--- src/rtl/sl_preceptron_pkg.sv ---
// Shared types and sizing helpers for the preceptron weight-SRAM arbiter.
package sl_preceptron_pkg;

    typedef enum logic [1:0] {
        HOST  = 2'd0,
        DRAIN = 2'd1,
        MAC   = 2'd2
    } arb_state_t;

    localparam int unsigned LOCK_TIMEOUT_DEF = 1024;
    localparam int unsigned RD_LATENCY_DEF   = 1;

    // Counter must be able to hold LOCK_TIMEOUT itself so it can saturate there.
    function automatic int unsigned to_cnt_width(input int unsigned lock_timeout);
        return $clog2(lock_timeout + 1);
    endfunction

endpackage

--- src/rtl/sl_preceptron_rd_tracker.sv ---
// Tracks accepted host reads/errors through the SRAM read latency and reports
// how many reads will still be waiting for their response after this cycle.
module sl_preceptron_rd_tracker
    import sl_preceptron_pkg::*;
#(
    parameter int RD_LATENCY = RD_LATENCY_DEF,
    parameter int PEND_W     = $clog2(RD_LATENCY + 1)
) (
    input  logic              clk_i,
    input  logic              rst_i,
    input  logic              push_rd_i,
    input  logic              push_err_i,
    output logic              head_rd_o,
    output logic              head_err_o,
    output logic [PEND_W-1:0] pending_o
);

    logic [RD_LATENCY-1:0] rd_q, rd_d;
    logic [RD_LATENCY-1:0] err_q, err_d;

    always_comb begin
        rd_d     = '0;
        err_d    = '0;
        rd_d[0]  = push_rd_i;
        err_d[0] = push_err_i;
        for (int i = 1; i < RD_LATENCY; i++) begin
            rd_d[i]  = rd_q[i-1];
            err_d[i] = err_q[i-1];
        end
    end

    always_ff @(posedge clk_i or posedge rst_i) begin
        if (rst_i) begin
            rd_q  <= '0;
            err_q <= '0;
        end else begin
            rd_q  <= rd_d;
            err_q <= err_d;
        end
    end

    assign head_rd_o  = rd_q[RD_LATENCY-1];
    assign head_err_o = err_q[RD_LATENCY-1];

    // The head stage responds this cycle, so only the stages behind it are still pending.
    always_comb begin
        pending_o = '0;
        for (int i = 0; i < RD_LATENCY - 1; i++) begin
            pending_o = pending_o + PEND_W'(rd_q[i]);
        end
    end

endmodule

--- src/rtl/sl_preceptron_mem_arbiter.sv ---
// Shares the single-port weight SRAM between the host bus and the MAC engine;
// the MAC locks the SRAM for a whole vector once host reads have drained.
module sl_preceptron_mem_arbiter
    import sl_preceptron_pkg::*;
#(
    parameter int DATA_WIDTH        = 8,
    parameter int MEM_ADDR_WIDTH    = 16,
    parameter int SRAM_BASE_ADDRESS = 'h1000,
    parameter int SRAM_DEPTH        = 256,
    parameter int RD_LATENCY        = RD_LATENCY_DEF,
    parameter int LOCK_TIMEOUT      = LOCK_TIMEOUT_DEF
) (
    input  logic                      clk_i,
    input  logic                      rst_i,
    input  logic                      host_req_valid_i,
    output logic                      host_req_ready_o,
    input  logic                      host_wen_i,
    input  logic [MEM_ADDR_WIDTH-1:0] host_addr_i,
    input  logic [DATA_WIDTH-1:0]     host_wdata_i,
    output logic                      host_rvalid_o,
    output logic [DATA_WIDTH-1:0]     host_rdata_o,
    output logic                      host_err_o,
    input  logic                      mac_lock_req_i,
    output logic                      mac_lock_gnt_o,
    input  logic                      mac_wen_i,
    input  logic                      mac_ren_i,
    input  logic [MEM_ADDR_WIDTH-1:0] mac_addr_i,
    input  logic [DATA_WIDTH-1:0]     mac_wdata_i,
    output logic [DATA_WIDTH-1:0]     mac_rdata_o,
    output logic                      sram_wen_o,
    output logic                      sram_ren_o,
    output logic [MEM_ADDR_WIDTH-1:0] sram_addr_o,
    output logic [DATA_WIDTH-1:0]     sram_wdata_o,
    input  logic [DATA_WIDTH-1:0]     sram_rdata_i,
    output logic                      status_lock_timeout_o
);

    localparam int CNT_W  = to_cnt_width(LOCK_TIMEOUT);
    localparam int PEND_W = $clog2(RD_LATENCY + 1);

    localparam logic [MEM_ADDR_WIDTH-1:0] BASE_C    = MEM_ADDR_WIDTH'(SRAM_BASE_ADDRESS);
    localparam logic [MEM_ADDR_WIDTH:0]   BASE_EXT  = (MEM_ADDR_WIDTH + 1)'(SRAM_BASE_ADDRESS);
    localparam logic [MEM_ADDR_WIDTH:0]   LIMIT_EXT = (MEM_ADDR_WIDTH + 1)'(SRAM_BASE_ADDRESS + SRAM_DEPTH);
    localparam logic [CNT_W-1:0]          TIMEOUT_C = CNT_W'(LOCK_TIMEOUT);

    arb_state_t          state_q;
    logic                gnt_q;
    logic [CNT_W-1:0]    cnt_q, cnt_d;
    logic                timeout_q;

    logic                in_range;
    logic [MEM_ADDR_WIDTH:0]   addr_ext;
    logic [MEM_ADDR_WIDTH-1:0] host_offset;
    logic                host_ready;
    logic                host_acc;
    logic                head_rd, head_err;
    logic [PEND_W-1:0]   pending;
    logic                go_mac;

    // Host address decode, widened by one bit so base + depth cannot wrap.
    assign addr_ext    = {1'b0, host_addr_i};
    assign in_range    = (addr_ext >= BASE_EXT) && (addr_ext < LIMIT_EXT);
    assign host_offset = host_addr_i - BASE_C;

    // Ready is gated by reset so every output reads 0 while reset is held.
    assign host_ready = !rst_i && (state_q == HOST) && !mac_lock_req_i;
    assign host_acc   = host_req_valid_i && host_ready;

    sl_preceptron_rd_tracker #(
        .RD_LATENCY (RD_LATENCY),
        .PEND_W     (PEND_W)
    ) u_rd_tracker (
        .clk_i      (clk_i),
        .rst_i      (rst_i),
        .push_rd_i  (host_acc && !host_wen_i),
        .push_err_i (host_acc && !in_range),
        .head_rd_o  (head_rd),
        .head_err_o (head_err),
        .pending_o  (pending)
    );

    assign go_mac = mac_lock_req_i && (pending == '0) &&
                    ((state_q == HOST) || (state_q == DRAIN));

    assign cnt_d = (cnt_q < TIMEOUT_C) ? cnt_q + CNT_W'(1) : cnt_q;

    always_ff @(posedge clk_i or posedge rst_i) begin
        if (rst_i) begin
            state_q   <= HOST;
            gnt_q     <= 1'b0;
            cnt_q     <= '0;
            timeout_q <= 1'b0;
        end else if (go_mac) begin
            state_q   <= MAC;
            gnt_q     <= 1'b1;
            cnt_q     <= '0;
            timeout_q <= 1'b0;
        end else begin
            case (state_q)
                HOST: begin
                    if (mac_lock_req_i) state_q <= DRAIN;
                end
                DRAIN: begin
                    if (!mac_lock_req_i) state_q <= HOST;
                end
                MAC: begin
                    cnt_q <= cnt_d;
                    if (cnt_d == TIMEOUT_C) timeout_q <= 1'b1;
                    if (!mac_lock_req_i) begin
                        state_q <= HOST;
                        gnt_q   <= 1'b0;
                    end
                end
                default: begin
                    state_q <= HOST;
                    gnt_q   <= 1'b0;
                end
            endcase
        end
    end

    // SRAM port mux; in the release cycle the MAC strobes are suppressed.
    always_comb begin
        sram_wen_o   = 1'b0;
        sram_ren_o   = 1'b0;
        sram_addr_o  = '0;
        sram_wdata_o = '0;
        if (state_q == MAC) begin
            sram_addr_o  = mac_addr_i;
            sram_wdata_o = mac_wdata_i;
            if (mac_lock_req_i) begin
                sram_wen_o = mac_wen_i;
                sram_ren_o = mac_ren_i;
            end
        end else if (host_acc && in_range) begin
            sram_addr_o  = host_offset;
            sram_wen_o   = host_wen_i;
            sram_ren_o   = !host_wen_i;
            sram_wdata_o = host_wen_i ? host_wdata_i : '0;
        end
    end

    assign host_req_ready_o      = host_ready;
    assign host_rvalid_o         = head_rd;
    assign host_err_o            = head_err;
    assign host_rdata_o          = (head_rd && !head_err) ? sram_rdata_i : '0;
    assign mac_lock_gnt_o        = gnt_q;
    assign mac_rdata_o           = gnt_q ? sram_rdata_i : '0;
    assign status_lock_timeout_o = timeout_q;

endmodule

--- config.mk ---
export PLATFORM = sky130hd
export DESIGN_NAME = sl_preceptron_mem_arbiter
export DESIGN_NICKNAME = d
export VERILOG_FILES = /design/src/rtl/sl_preceptron_pkg.sv /design/src/rtl/sl_preceptron_rd_tracker.sv /design/src/rtl/sl_preceptron_mem_arbiter.sv
export SDC_FILE = /design/constraint.sdc
export NUM_CORES = 1
export LEC_CHECK = 0
export CORE_MARGIN = 2
export CORE_UTILIZATION = 25
export DETAILED_ROUTE_END_ITERATION = 6
export GPL_ROUTABILITY_DRIVEN = 0
export SYNTH_ARGS = -nofsm -noshare
export SYNTH_HDL_FRONTEND = slang
export SYNTH_SLANG_ARGS = --single-unit
--- constraint.sdc ---
create_clock -name clk_i -period 4.6 [get_ports clk_i]
set_input_delay 0.92 -clock clk_i [delete_from_list [all_inputs] [get_ports clk_i]]
set_output_delay 0.92 -clock clk_i [all_outputs]
set_load 0.05 [all_outputs]
### Word-level counts from Yosys, hierarchy flattened

Cells that the tools add are included.

| word-level totals | value |
|---|---|
| input bits | 63 |
| output and inout bits | 47 |
| logic and storage cells | 67 |
| flip-flop bits (word level) | 17 |

| operators by class | value |
|---|---|
| equality and inequality tests | 7 |
| reduce and logical (&&, ||, !) cells | 23 |
| $lt $le $gt $ge | 3 |
| muxes and demuxes | 26 |
| $add $sub $neg | 2 |

Operators with widths:

| cell | count |
|---|---|
| 2-to-1 mux 8 bit | 5 |
| 2-to-1 mux 11 bit | 3 |
| 2-to-1 mux 16 bit | 2 |
| >= comparator 16 x 13 -> 1 bit (second input constant) | 1 |
| less-than comparator 16 x 13 -> 1 bit (second input constant) | 1 |
| subtractor 16 x 13 -> 16 bit (second input constant) | 1 |
| adder 11 x 1 -> 11 bit (second input constant) | 1 |
| == test 11 bit (second input constant) | 1 |
| less-than comparator 11 bit (second input constant) | 1 |
| 2-to-1 mux 1 bit | 11 |
| logical AND 1 bit | 9 |
| 2-to-1 mux 2 bit | 3 |
| inequality test 3 bit (second input constant) | 2 |
| AND reduction 2 bit | 3 |
| zero test 1 bit | 5 |
| one-hot mux 2 bit (2 select lines) | 1 |
| nonzero test 2 bit | 2 |
| OR reduction 2 bit | 2 |
| inequality test 3 x 2 -> 1 bit (second input constant) | 1 |
| == test 2 x 1 -> 1 bit (second input constant) | 1 |
| == test 2 bit (second input constant) | 1 |
| zero test 2 bit | 1 |
| inequality test 2 x 1 -> 1 bit (second input constant) | 1 |
| one-hot mux 1 bit (2 select lines) | 1 |
| logical OR 1 bit | 1 |

### Longest topological paths before layout

| depth | value |
|---|---|
| depth in word-level cells | 7 |
| mapped depth | 9 |

### By module

A second synthesis with hierarchy kept.

| unflattened totals | value |
|---|---|
| cell total of the unflattened synthesis | 173 |
| area total of the unflattened synthesis | 1,502.7 µm² |

By module, submodules not included:

| module | seq. area each (µm²) | area each (µm²) | times used | cells an instance |
|---|---|---|---|---|
| sl_preceptron_mem_arbiter | 375.4 | 1,437.6 | 1 | 168 |
| sl_preceptron_rd_tracker | 50.0 | 65.1 | 1 | 5 |

### Worst setup path after synthesis

Ideal clock, no wire load.

| timing | value |
|---|---|
| path type | input to output |
| from | input mac_lock_req_i |
| to | output sram_ren_o |
| path buffers | 1 |
| slack | 0.687 ns |
| cell stages on the path | 6 |
| data arrival time | 2.993 ns |
| path through | nand2b_1 -> nor2_1 -> nand2_1 -> nor3b_4 -> buf_6 -> a32o_1 |

| on the way | value |
|---|---|
| cells in the longest elaborated chain, start to end | 6 |
| elaborated cells between the ends (all ways) | 7 |

RTL lines:

| element | RTL line | RTL |
|---|---|---|
| start: declaration | sl_preceptron_mem_arbiter.sv:23 | `input logic mac_lock_req_i,` |
| zero test 1 bit | - |  |
| logical AND 1 bit | sl_preceptron_mem_arbiter.sv:66 | `assign host_ready = !rst_i && (state_q == HOST) && !mac_lock_req_i;` |
| net host_req_ready_o | sl_preceptron_mem_arbiter.sv:16 | `output logic host_req_ready_o,` |
| logical AND 1 bit | sl_preceptron_mem_arbiter.sv:67 | `assign host_acc = host_req_valid_i && host_ready;` |
| logical AND 1 bit | sl_preceptron_mem_arbiter.sv:135 | `end else if (host_acc && in_range) begin` |
| 2-to-1 mux 1 bit | sl_preceptron_mem_arbiter.sv:135 |  |
| 2-to-1 mux 1 bit | sl_preceptron_mem_arbiter.sv:128 | `if (state_q == MAC) begin` |
| end: declaration | sl_preceptron_mem_arbiter.sv:31 | `output logic sram_ren_o,` |

The timed path passes the listed nets, and every way through them passes these cells.

### Worst setup path in the final report

| timing | value |
|---|---|
| from | input host_addr_i[13] |
| to | output sram_wdata_o[3] |

| on the way | value |
|---|---|
| cells in the longest elaborated chain, start to end | 5 |
| elaborated cells between the ends (all ways) | 6 |

RTL lines:

| element | RTL line | RTL |
|---|---|---|
| start: declaration | sl_preceptron_mem_arbiter.sv:18 | `input logic [MEM_ADDR_WIDTH-1:0] host_addr_i,` |
| >= comparator 16 x 13 -> 1 bit / less-than comparator 16 x 13 -> 1 bit (equally long branches) | sl_preceptron_mem_arbiter.sv:62 | `assign in_range = (addr_ext >= BASE_EXT) && (addr_ext < LIMIT_EXT);` |
| logical AND 1 bit * | sl_preceptron_mem_arbiter.sv:62 |  |
| logical AND 1 bit * | sl_preceptron_mem_arbiter.sv:135 |  |
| 2-to-1 mux 8 bit * | sl_preceptron_mem_arbiter.sv:135 |  |
| 2-to-1 mux 8 bit * | sl_preceptron_mem_arbiter.sv:128 |  |
| end: declaration | sl_preceptron_mem_arbiter.sv:33 | `output logic [DATA_WIDTH-1:0] sram_wdata_o,` |

Mark *: on every way between the ends. The rest lies on a longest branch, timed or not.

==> key figures <==
Detailed routing
  – First-pass iteration count of the detailed router: 4
  – Post-DRT Antenna Nets: 0
  – Top sig layer: met4
  – Wire length on met3: 326 µm
  – Wire length per cell: 14.7 µm
  – Met1 WL: 2.20 mm
  – DR vias: 1,708
  – Final WL: 5.17 mm
  – DR iter-0 viols: 104
  – WL met2: 2.58 mm
  – Drt drc: 0
  – Via-to-Cell Ratio: 4.85

Critical path
  – Critical path required time: 3.68 ns
  – Max stage delay on crit path: 0.50 ns
  – Kind of critical path: input pin to output pin
  – Crit Path Max Fanout: 26
  – Startpoint types: input pin
  – WP buf/inv: 4
  – Worst setup EP type: output pin
  – WP data arrival: 2.96 ns
  – Top Family by Delay on Critical Path: buffers and inverters
  – Cell chain of the critical path: clkdlybuf4s50_1 > inv_1 > ha_1 > o41ai_1 > nand2_1 > a21oi_2 > nor3b_4 > buf_4 > a32o_1 > buf_12
  – Worst path slowest cell: clkdlybuf4s50_1

Clock tree
  – H-Tree Depth: 1
  – Reg clk slew, reported paths: 0.07 ns
  – # resized after CTS: 0
  – Hold_buf cts: 0
  – CTS tree: done
  – Clock latency on the worst-skew pair: 0.26 ns
  – Setup repair bufs after CTS: 0
  – Clock tree buffer depth: 2
  – Total clock sinks: 17
  – CTS root buffer: clkbuf_8
  – TritonCTS Buffers: 3

Synthesis
  – Synth Area per Inst: 8.59 µm²
  – Synth unique cells: 38
  – Post-synthesis xor/xnor area fraction: 8.20%
  – Yosys warns: 0
  – Post-Synthesis Cells: 174
  – Synth area leader: dfrtp_1
  – Async set-or-reset flop fraction in the synthesized netlist: 100%
  – Syn_nets: 243
  – Top-area cell type share of the netlist area: 28.5%
  – Multiplexer share of the synthesized area: 2.01%
  – Register area share after synthesis: 28.5%
  – Yosys reg bits: 17
  – Adder-Cell Fraction of Synth Area: 5.02%
  – Ys flop type: dfrtp_1
  – Synth area leaders: dfrtp_1, a22o_1, and2_1
  – Largest family of logic cells by synthesized area: simple AND/OR/NAND/NOR gates
  – Post-synthesis cell area: 1500 µm²
  – Post-synthesis compound-gate area fraction: 23.3%
  – Simple-Gate Fraction of Synth Area: 26.8%
  – Number of synthesized flops with an enable pin: 0

Timing
  – Final Setup Violations: 0
  – Fmax: 257 MHz
  – Worst slew pin tran: 0.716 ns
  – Setup TNS: 0 ns
  – Min cycle time layout: 3.88 ns
  – RSZ-0062 raised after global routing: no
  – Max-slew violation count: 0
  – Slew headroom: 52.1%
  – Fin. Hold Viols: 0
  – Post-route clock period utilization: 84.4%
  – Worst clock skew: 0.00121 ns

Final layout
  – Syn-to-layout area delta: 96.5%
  – Most common library cell in the layout ignoring fill and taps: clkdlybuf4s50_1
  – Nets: 347
  – Final Non-Filler Cells: 352
  – Layout cells sized above 1: 13.7%
  – Layout fillers: 537
  – Inserted Diodes: 0
  – Commonest non-fill, non-tap cells in the layout: clkdlybuf4s50_1, buf_12, nor2_1

Min path
  – Min-delay worst type: flop to flop

Die
  – Die Area: 6620 µm²
  – Boundary pin count: 110
  – Die Y: 81.3 µm
  – FP Rows: 28
  – Initial Util: 25.6%
  – Core area: 5850 µm²
  – Die W: 81.3 µm

Run
  – Max_cap viols: 0

Power and ir drop
  – PD cells: 457 nW/µm²
  – Max VDD drop: 0.186 mV
  – Static leakage: 1.20 nW

Global routing
  – Largest net degree at the start of global routing: 34
  – Overflow after GRT: 0
  – Total GRT Usage: 14.8%
  – First-pass GRT wire length: 7.73 mm
  – Antenna violations before repair: 0
  – Vias in the first global route: 1,594

Place
  – Hpwl dp: 4.07 mm
  – Placed cells: 348
  – PortBufs: 109

Run status
  – Status: finished clean
[stage by stage]
stage               hold WS (ns)  setup WS [ns]  cell area (µm²)  total power [mW]  util, %
global route               0.547          0.562             2940              1.41     50.2
detailed placement         0.476          0.713             2890              1.23     49.4
CTS                        0.490          0.706             2940              1.35     50.2
floorplan                  0.515          0.687             1500             0.778        -
finish                     0.489          0.716             2940              1.34     50.2
global placement           0.477          0.742             2890              1.23     49.4
[sequential cells by signal, indices dropped and copies added (netlist names)]
| signal | flops |
|---|---|
| u_rd_tracker.head_err_o | 1 |
| status_lock_timeout_o | 1 |
| state_q | 2 |
| cnt_q | 11 |
| mac_lock_gnt_o | 1 |
| u_rd_tracker.head_rd_o | 1 |
[layout make-up]
cell class,instances,area (µm²),share of cell area [%]
flip-flops and latches,17,425,14.5
clock buffers,3,41.3,1.41
repair buffers,111,1370,46.5
clock inverters,1,5.00,0.170
multi-input cells,137,976,33.2
well taps,75,93.8,3.19
inverters,8,30.0,1.02
[power by group]
| group | total [mW] | leakage (nW) | switching (mW) | internal (mW) |
|---|---|---|---|---|
| clock | 0.115 | 0.0255 | 0.0548 | 0.0603 |
| combinational | 1.01 | 0.940 | 0.564 | 0.451 |
| sequential | 0.213 | 0.230 | 0.0402 | 0.173 |
[synth_stat cells, types with 2 or more instances]
| master | instances |
|---|---|
| a21oi_1 | 2 |
| a22o_1 | 15 |
| a31oi_1 | 2 |
| a32o_1 | 8 |
| a32o_2 | 2 |
| and2_1 | 16 |
| and4_1 | 3 |
| buf_2 | 3 |
| buf_6 | 2 |
| clkbuf_1 | 7 |
| dfrtp_1 | 17 |
| ha_1 | 6 |
| inv_1 | 8 |
| mux2i_1 | 3 |
| nand2_1 | 7 |
| nand2b_1 | 2 |
| nand3_1 | 4 |
| nand4_1 | 7 |
| nor2_1 | 20 |
| nor2b_1 | 2 |
| nor3_1 | 4 |
| o21ai_0 | 6 |
| xnor2_1 | 6 |
| xor2_1 | 8 |
[worst paths after layout]
check	slack [ns]	from	depth (start not counted)	endpoint
max in group asynchronous	3.09	rst_i	2	cnt_q[2]
min in group asynchronous	1.08	rst_i	2	cnt_q[5]
min reg2reg	0.49	status_lock_timeout_o	2	status_lock_timeout_o
min	0.49	status_lock_timeout_o	2	status_lock_timeout_o
max reg2reg	2.35	state_q[0]	8	cnt_q[8]
max	0.72	host_addr_i[13]	10	sram_wdata_o[3]
[cell families (layout without fill, tap and decap cells)]
family                     count (synthesis)  in the layout
AOI/OAI and AO/OA                         42             42
muxes                                      3              3
adders and majority gates                  6              6
buffers and inverters                     20            123
xor gates and xnor gates                  14             14
and+or+nand+nor                           72             72
DFF                                       17             17
[metal layers]
metal | up-vias | GRT usage [%]
met1 | 797 | 19.4
li1 | 847 | -
met5 | - | 0
met3 | 5 | 3.22
met2 | 59 | 24.1
met4 | 0 | 4.58
[worst register-to-register path: cells and delay by family (launching register included)]
kind,cells,cell delay (ns)
buffers and inverters,2,0.47
DFF,1,0.38
and+or+nand+nor,4,0.92
adders and majority gates,1,0.23
xor gates and xnor gates,1,0.13
Power figures use the tool's default switching activity.
